### src/rtl/rr_hold_arbiter.sv
`default_nettype none
// ============================================================================
//  Module   : rr_hold_arbiter
//  Purpose  : Round-robin arbiter with grant locking and forced rotation
//             after MAX_HOLD cycles of contention.
//  Revision : 1.0  initial release
// ============================================================================
module rr_hold_arbiter #(
   parameter  int NUM_REQ  = 4,
   parameter  int MAX_HOLD = 8,
   localparam int IDW      = $clog2(NUM_REQ),
   localparam int CW       = $clog2(MAX_HOLD + 1)
) (
   input  logic               arb_clk,
   input  logic               arb_rst_n,
   input  logic [NUM_REQ-1:0] arb_req,
   output logic [NUM_REQ-1:0] arb_gnt,
   output logic [IDW-1:0]     arb_gnt_id,
   output logic               arb_busy,
   output logic               arb_preempt,
   output logic [CW-1:0]      arb_hold_cnt
);

   localparam logic [0:0]    S_IDLE     = 1'b0;
   localparam logic [0:0]    S_GRANT    = 1'b1;
   localparam logic [CW-1:0] c_MAX_HOLD = CW'(MAX_HOLD);
   localparam logic [IDW-1:0] c_LAST_RST = IDW'(NUM_REQ - 1);

   logic [0:0]         state_q, state_d;
   logic [IDW-1:0]     owner_q, owner_d;
   logic [IDW-1:0]     last_q, last_d;
   logic [CW-1:0]      hold_q, hold_d;
   logic               preempt_q, preempt_d;

   logic [NUM_REQ-1:0] w_owner_bit;
   logic [NUM_REQ-1:0] w_others;

   // First set bit of vec scanning ptr+1, ptr+2, ... with wrap to index 0.
   function automatic logic [IDW-1:0] rr_pick(input logic [NUM_REQ-1:0] vec,
                                               input logic [IDW-1:0]     ptr);
      logic [IDW-1:0] pick;
      logic [IDW-1:0] sel;
      logic           found;
      int             idx;
      pick  = '0;
      found = 1'b0;
      for (int i = 1; i <= NUM_REQ; i++) begin
         idx = (int'(ptr) + i) % NUM_REQ;
         sel = IDW'(idx);
         if (!found && vec[sel]) begin
            pick  = sel;
            found = 1'b1;
         end
      end
      return pick;
   endfunction

   assign w_owner_bit = NUM_REQ'(1) << owner_q;
   assign w_others    = arb_req & ~w_owner_bit;

   always_ff @(posedge arb_clk or negedge arb_rst_n) begin
      if (!arb_rst_n) begin
         state_q   <= S_IDLE;
         owner_q   <= '0;
         last_q    <= c_LAST_RST;
         hold_q    <= '0;
         preempt_q <= 1'b0;
      end else begin
         state_q   <= state_d;
         owner_q   <= owner_d;
         last_q    <= last_d;
         hold_q    <= hold_d;
         preempt_q <= preempt_d;
      end
   end

   always_comb begin
      state_d   = state_q;
      owner_d   = owner_q;
      last_d    = last_q;
      hold_d    = hold_q;
      preempt_d = 1'b0;
      case (state_q)
         S_IDLE: begin
            hold_d = '0;
            if (|arb_req) begin
               owner_d = rr_pick(arb_req, last_q);
               last_d  = owner_d;
               hold_d  = CW'(1);
               state_d = S_GRANT;
            end
         end
         default: begin
            if (!arb_req[owner_q]) begin
               if (|w_others) begin
                  owner_d = rr_pick(w_others, last_q);
                  last_d  = owner_d;
                  hold_d  = CW'(1);
               end else begin
                  hold_d  = '0;
                  state_d = S_IDLE;
               end
            end else if ((hold_q == c_MAX_HOLD) && (|w_others)) begin
               owner_d   = rr_pick(w_others, last_q);
               last_d    = owner_d;
               hold_d    = CW'(1);
               preempt_d = 1'b1;
            end else if (hold_q != c_MAX_HOLD) begin
               hold_d = hold_q + CW'(1);
            end
         end
      endcase
   end

   always_comb begin
      arb_gnt    = '0;
      arb_gnt_id = '0;
      if (state_q == S_GRANT) begin
         arb_gnt    = w_owner_bit;
         arb_gnt_id = owner_q;
      end
      arb_busy     = (state_q == S_GRANT);
      arb_preempt  = preempt_q;
      arb_hold_cnt = hold_q;
   end

endmodule
`default_nettype wire

### config.mk
export PLATFORM = sky130hd
export DESIGN_NAME = rr_hold_arbiter
export DESIGN_NICKNAME = d
export VERILOG_FILES = /design/src/rtl/rr_hold_arbiter.sv
export SDC_FILE = /design/constraint.sdc
export NUM_CORES = 1
export LEC_CHECK = 0
export ABC_AREA = 1
export BUFFER_PORTS_ARGS = -buffer_cell sky130_fd_sc_hd__buf_2
export CORE_UTILIZATION = 30
export DETAILED_ROUTE_END_ITERATION = 8
export PLACE_DENSITY = 0.46
export SKIP_CTS_REPAIR_TIMING = 1
export SYNTH_ARGS = -nofsm -noshare
export SYNTH_HDL_FRONTEND = slang
export SYNTH_SLANG_ARGS = --single-unit
### constraint.sdc
create_clock -name arb_clk -period 1.9 [get_ports arb_clk]
set_input_delay 0.38 -clock arb_clk [delete_from_list [all_inputs] [get_ports arb_clk]]
set_output_delay 0.38 -clock arb_clk [all_outputs]
set_load 0.1 [all_outputs]
==> results.md, run 1 <==
* Status: completed
* Adder-Cell Fraction of Synth Area at 2.24%
* Slew HR at 68.0%
* Final Skew at 1.13 ps
* Synth cell types at 29
* DP Wirelength at 2.41 mm
* Vias in the first global route at 1086
* Final min period at 1790 ps
* # IOs at 18
* CP max FO at 7
* CTS sink cnt at 10
* H-tree Lvls at 1
* Global-route wire length before repair at approximately 5.0 mm
* Top post-synthesis cells by count: nand2_1 (57), nand3_1 (22), nand2_2 (14)
* Hold Fails Final Rpt at 0
* CTS tree: yes
* Slew Limit Fails at 0
* Syn_nets at 181
* Ant diodes at 0
* Primary FF master, synth: dfrtp_1
* Complex-gate fraction of the synthesized area at approximately 7.5%
* Antenna Nets Post-Route at 0
* Remaining DRCs at 0
* Die Width at 63.1 um
* Setup violations, final at 0
* Final #Nets at 209
* Share of cells above drive strength 1 at between 40% and 50%
* Routed vias at 1157
* Crit Path Class: reg2reg
* Avg Cell Area, Syn at 6.47 um^2
* Register area share after synthesis at 22.6%
* Routability cong. at roughly 0.80
* 1st-iter DRT viols at 50
* Initial antenna violation count at 0
* Worst slew pin tran at 483 ps
* Clock Latency Late Sink at 230 ps
* Die area at approximately 4000 um^2
* Avg Vias per Cell at 4.70
* Number of synthesized flops with an enable pin at 0
* Max Cap Violations at 0
* Worst setup EP type: register
* Synth area leaders: nand2_1 (19%), dfrtp_1 (18%), nand3_1 (9.8%), nand2_2 (7.8%), nand2_4 (5.0%)
* Clock root cell: clkbuf_8
* Buf/Inv on CP at 1
* Crit-path cells: buf_4 > o21ai_2 > nand2_2 > nand2_4 > nor2_4 > nand2_1 > nand3_1 > nand2_1 > nand2_1 > nand2_1 > nand2_2 > nand2_1
* Post-synthesis simple-gate area fraction at a little under three fifths
* Cts bufs inserted at 3
* Largest net degree at the start of global routing at 14
* Initial Util at 32.5%
* GRT overflow at 0
* Synth Warn # at 0
* R2R setup slack at ~110 ps
* Syn Inst Count at between 150 and 200
* Wire length per cell at between 10 and 15 um
* Routed wire length at 2.97 mm
* Asr flop ratio synth at between 90% and 100%
* Multiplexer area fraction after synthesis at 0%
* Layout Utilization at 43.7%
* Clk buf depth at 2
* Top-count cell post-synth: nand2_1
* Clk slew on worst S/H paths at 50 ps
* Post-synthesis xor/xnor area fraction at 1.57%
* Fmax at 558 MHz
* Period utilization at 94.3%
* Share of the synthesized area in the top cell type at 19.1%
* PortBufs at 17
* Crit path max-delay family: simple AND/OR/NAND/NOR gates
* Crit path required time at 2020 ps
* DRT Pass-1 Iters at 5
* Core Region at between 3000 and 4000 um^2
* Synth area leader: nand2_1
* Row count at 21
* Total Routing Usage GR at 15.7%
* Layout fillers at 367
* Most common cell on crit path: nand2_1
* Layout area overhead at 34.5%
* Startpoint Class: register
* Slowest CP cell: dfstp_2
* CP max stage delay at between 600 and 700 ps
* Mapped cell area at between 1000 and 1500 um^2
* Die Ht at 63.1 um
* HP Class: in2async
* Yosys reg bits at 10
* CP Data Arrival Time at 1910 ps
* Largest family of logic cells by synthesized area: simple AND/OR/NAND/NOR gates
## worst register-to-register path: cells and delay by family (launching register included)
kind                   cells  cell delay, ps
and+or+nand+nor           10             790
DFF                        1             620
buffers and inverters      1             180
AOI/OAI and AO/OA          1             100
## cells by family after synthesis
| logic type | after synthesis |
|---|---|
| adder cells (fa/ha/maj) | 2 |
| AND/OR/NAND/NOR | 125 |
| buffers and inverters | 20 |
| flip-flops | 10 |
| AO/OA/AOI/OAI | 14 |
| XOR/XNOR | 2 |
## final cells by class
type / count / area, um^2 / area share, %
multi-input cells: 143 / 813 / 54.1
flip-flops and latches: 10 / 256 / 17.1
repair buffers: 26 / 243 / 16.1
inverters: 17 / 78.8 / 5.24
well taps: 46 / 57.6 / 3.83
clock buffers: 4 / 55.1 / 3.66
## registers in the layout (all words and copies together) (netlist names)
register / count
arb_busy: 1
arb_hold_cnt: 4
arb_preempt: 1
last_q: 2
owner_q: 2
## layer usage
metal	GRT usage, %	up-vias	wire, um
li1	-	616	-
met4	4.36	0	17
met5	0	-	0
met3	1.27	2	54
met1	20.8	527	1400
met2	27.0	12	1500
## path summary, 6_finish.rpt
kind	from	to	cells past startpoint
max reg2reg	last_q[0]	owner_q[0]	12
min	arb_rst_n	owner_q[0]	1
max in group asynchronous	arb_rst_n	last_q[1]	1
min in group arb_clk	arb_hold_cnt[3]	arb_hold_cnt[3]	2
min reg2reg	arb_hold_cnt[3]	arb_hold_cnt[3]	2
max	last_q[0]	owner_q[0]	12
## stage by stage
step	instance area [um^2]	setup TNS, ps	worst slack, ps	cells	hold slack (ps)
after floorplan	1160	-3.52	-3.52	173	84.4
after global placement	1390	-11.3	-11.3	237	254
after detailed placement	1390	-16.2	-16.2	237	262
after CTS	1450	-29.5	-29.5	241	16.8
after global routing	1500	-30.4	-18.3	246	17.1
final	1500	0	108	246	3.93
## cells in the final DEF, fill, tap and decap left out, types with 5 or more instances in the layout
cell     instances
nand2_2         15
nor2_4           7
nand3_1         22
buf_4            9
nand2_1         55
inv_1           10
buf_2           11
nand2_4          6
buf_12           6
nor2_1           6
dfrtp_1          5
Power of run 1 is left out: the tool's default activity adds up to more than one toggle a clock period on the data nets, which glitch-free logic cannot reach.
==> run 2, diff against run 1 <==
Settings changed: BUFFER_PORTS_ARGS -buffer_cell sky130_fd_sc_hd__buf_2 to -buffer_cell sky130_fd_sc_hd__buf_4.
==> run 2 against run 1 <==
Clock skew increased by 4.1 ps. Non-clock buffer count increased by 6. Worst hold slack improved by 500 ps. Register-to-register slack got worse by 30 ps. Via count increased by 6.8%. Sequential share of layout area decreased by 0.25 points. Die area unchanged.
==> results.md, run 2 (same netlist as run 1, synthesis figures left out) <==
* Largest net degree at the start of global routing at 14
* RSZ-0062 raised after global routing: true
* Die area at roughly 4000 um^2
* Avg Vias per Cell at between 4 and 5
* Period utilization at 95.9%
* Share of cells above drive strength 1 at 45.1%
* Die Width at roughly 63 um
* CTS tree: yes
* Clock root cell: clkbuf_8
* Max FFs per register at 4
* Final min period at about 1800 ps
* Setup violations, final at 0
* Startpoint Class: register
* Min Hold Slack at just over 500 ps
* Worst setup EP type: register
* Slowest CP cell: dfstp_4
* Routed wire length at 3.07 mm
* Post-route cell area at 1550 um^2
* Fmax at 549 MHz
* Post-place setup slack at -37.7 ps
* Layout area overhead at 38.5%
* Setup slack after layout at 77.2 ps
* Max Cap Violations at 0
* Total Routing Usage GR at around 16%
* Antenna Nets Post-Route at 0
* Reg area at 260 um^2
* DRT Pass-1 Iters at 5
* DP Wirelength at between 2 and 2.5 mm
* Routability cong. at around 0.80
* Vias in the first global route at 1112
* Die Ht at approximately 63 um
* Most common cell on crit path: nand2_2
* Final Skew at 5.18 ps
* Clk slew on worst S/H paths at 50 ps
* CP max stage delay at 670 ps
* 1st-iter DRT viols at 41
* Wire length per cell at 12.2 um
* Ant diodes at 0
* Multi-input gate area at around 850 um^2
* Initial Util at 32.5%
* CP Data Arrival Time at 2000 ps
* GRT overflow at 0
* Clk buf depth at 2
* Hold Fails Final Rpt at 0
* Commonest non-fill, non-tap cell in the layout: nand2_1
* Crit path max-delay family: simple AND/OR/NAND/NOR gates
* CP max FO at 7
* Placed Area at 1350 um^2
* Routed vias at 1236
* PortBufs at 17
* Most frequent cells in the layout: nand2_1 (48), buf_4 (29), nand2_2 (22), nand3_1 (21), inv_1 (10)
* CTS sink cnt at 10
* Worst slew pin tran at 349 ps
* Layout fillers at 353
* Crit path required time at around 2100 ps
* Cts bufs inserted at 3
* Crit-path cells: buf_6 > buf_6 > nand2_2 > o21ai_2 > nand2_2 > nand2_4 > nor2_4 > nand2_1 > nand3_1 > nand2_1 > nand2_1 > nand2_2 > nand2_2 > nand2_2
* Slew Limit Fails at 0
* # IOs at 18
* Status: completed
* Setup_tns at 0 ps
* Buf/Inv on CP at 2
* Clock Latency Late Sink at between 200 and 250 ps
* Row count at 21
* Final #Nets at approximately 220
* H-tree Lvls at 1
* Slew HR at 76.7%
* Remaining DRCs at 0
* Core Region at about 3400 um^2
* Crit Path Class: reg2reg
* HP Class: in2async
* Global-route wire length before repair at around 5.1 mm
* Initial antenna violation count at 0
-- run 2: area by class of cell --
cell class                      count  area share [%]
Clock buffer                        4            3.55
Sequential cell                    10            16.8
Multi-Input combinational cell    143            54.8
Inverter                           17            4.93
Tap cell                           46            3.72
Timing Repair Buffer               32            16.2
-- run 2: worst reg2reg max path, stage by stage (launching register included) --
cell and delay, ps:
dfstp_4 670, buf_6 130, buf_6 100, nand2_2 40
o21ai_2 70, nand2_2 90, nand2_4 90, nor2_4 50
nand2_1 50, nand3_1 70, nand2_1 100, nand2_1 70
nand2_2 100, nand2_2 70, nand2_2 70
-- run 2: path summary, 6_finish.rpt --
kind / slack [ps] / to / cells past startpoint / startpoint
setup reg to reg: 80 / last_q[0] / 14 / last_q[0]
setup / recovery: 80 / last_q[0] / 14 / last_q[0]
hold reg to reg: 590 / arb_hold_cnt[3] / 2 / arb_hold_cnt[3]
hold / removal: 510 / owner_q[0] / 2 / arb_rst_n
min in group arb_clk: 510 / arb_busy / 3 / arb_req[0]
max in group asynchronous: 1160 / last_q[0] / 2 / arb_rst_n
-- run 2: per-layer routing --
layer / up-vias / share of wire [%] / track usage [%]
met5: - / 0 / 0
met4: 0 / 1.2 / 5.23
met3: 5 / 3.3 / 2.90
met2: 21 / 50 / 28.9
met1: 582 / 45 / 19.5
li1: 628 / - / -
-- run 2: per-stage QoR --
step,instances,utilization (%)
after floorplan,173,-
after global placement,238,39.3
after detailed placement,238,39.3
after CTS,242,40.9
after global routing,252,45.0
final,252,45.0
Power of run 2 is left out for the same reason.
==> run 3, diff against run 2 <==
Settings changed: CTS_BUF_LIST set to sky130_fd_sc_hd__clkbuf_16.
==> run 3 against run 2 <==
First-iteration DRC count is 2.4% higher. Final area increased by 1.6%. Routed wire length is essentially flat. Critical endpoint is now owner_q[0]. Largest cell class unchanged.
==> results.md, run 3 (same netlist as run 1, synthesis figures left out) <==
* Global-route wire length before repair at 5.11 mm
* Routed wire length at 3.07 mm
* Max FFs per register at 4
* HP Class: in2async
* DRT Pass-1 Iters at 4
* Most frequent cells in the layout: nand2_1 (50), buf_4 (28), nand3_1 (21), nand2_2 (20), inv_1 (10)
* Crit Path Class: reg2reg
* Initial Util at 32.5%
* Clock root cell: clkbuf_16
* Initial antenna violation count at 0
* Avg Vias per Cell at 4.95
* 1st-iter DRT viols at 42
* # IOs at 18
* R2R setup slack at 60 ps
* Worst slew pin tran at roughly 350 ps
* Core Region at roughly 3400 um^2
* Largest net degree at the start of global routing at 14
* Remaining DRCs at 0
* CTS tree: yes
* Status: completed
* Max Cap Violations at 0
* CP Data Arrival Time at 2020 ps
* Total Routing Usage GR at 16.4%
* Layout fillers at 347
* Cells after DPL at 238
* H-tree Lvls at 1
* DP Wirelength at 2.43 mm
* Startpoint Class: register
* Worst setup EP type: register
* Period utilization at 96.9%
* Vias in the first global route at 1113
* Hold Fails Final Rpt at 0
* Crit path required time at ~2100 ps
* Final min period at 1840 ps
* CP max FO at 7
* Slew HR at about three quarters
* Row count at 21
* Cell Count, Final, Fillers Out at 252
* Die area at around 4000 um^2
* Fmax at 543 MHz
* Routed vias at 1248
* Clk slew on worst S/H paths at 40 ps
* Routability cong. at 0.798
* GRT overflow at 0
* Clock Latency Late Sink at 240 ps
* PortBufs at 17
* CTS sink cnt at 10
* Ant diodes at 0
* Cts bufs inserted at 3
* Final #Nets at 215
* Clk buf depth at 2
* Final Skew at 2.93 ps
* Antenna Nets Post-Route at 0
* Setup violations, final at 0
* Wire length per cell at between 10 and 15 um
* Die Ht at 63.1 um
* Slew Limit Fails at 0
* RSZ-0062 raised after global routing: true
* Commonest non-fill, non-tap cell in the layout: nand2_1
* Share of cells above drive strength 1 at 44.2%
* Die Width at ~63 um
* Layout area overhead at 40.7%
* Setup_tns at 0 ps
-- run 3: path summary, 6_finish.rpt --
kind	start	end	cells after the start
hold reg to reg	arb_hold_cnt[3]	arb_hold_cnt[3]	2
max in group asynchronous	arb_rst_n	last_q[0]	2
setup / recovery	last_q[0]	owner_q[0]	14
min in group arb_clk	arb_req[0]	arb_busy	3
setup reg to reg	last_q[0]	owner_q[0]	14
hold / removal	arb_rst_n	owner_q[0]	2
-- run 3: critical path: stages (launching register included) --
cell and delay (ps):
dfstp_4 660, buf_6 130, buf_6 100, nand2_2 50, o21ai_2 90, nand2_2 90
nand2_4 90, nor2_4 50, nand2_1 50, nand3_1 70, nand2_1 100, nand2_1 70
nand2_2 90, nand2_2 70, nand2_2 60
-- run 3: layer usage --
metal / part of all wire (%) / vias to the layer above / track usage (%) / wire length [um]
met5: 0 / - / 0 / 0
met4: 1.4 / 0 / 6.10 / 43
met3: 2.8 / 4 / 2.90 / 85
met2: 50 / 15 / 28.9 / 1520
met1: 46 / 598 / 19.6 / 1420
li1: - / 631 / - / -
-- run 3: final cells by class --
| cell class | instances | area [um^2] | area share, % |
|---|---|---|---|
| Inverter | 17 | 76.3 | 4.85 |
| Clock buffer | 3 | 75.1 | 4.77 |
| Tap cell | 46 | 57.6 | 3.66 |
| Clock inverter | 1 | 3.75 | 0.238 |
| Timing Repair Buffer | 32 | 254 | 16.1 |
| Sequential cell | 10 | 260 | 16.5 |
| Multi-Input combinational cell | 143 | 847 | 53.8 |
-- run 3: metrics by stage --
step | utilization [%] | setup slack, ps | cell area, um^2 | hold slack [ps]
after floorplan | - | -3.52 | 1160 | 84.4
after global placement | 39.3 | -14.2 | 1350 | 222
after detailed placement | 39.3 | -37.7 | 1350 | 222
after CTS | 41.6 | -38.4 | 1430 | -31.1
after global routing | 45.7 | -38.7 | 1570 | 517
final | 45.7 | 58.2 | 1570 | 511
Power of run 3 is left out for the same reason.
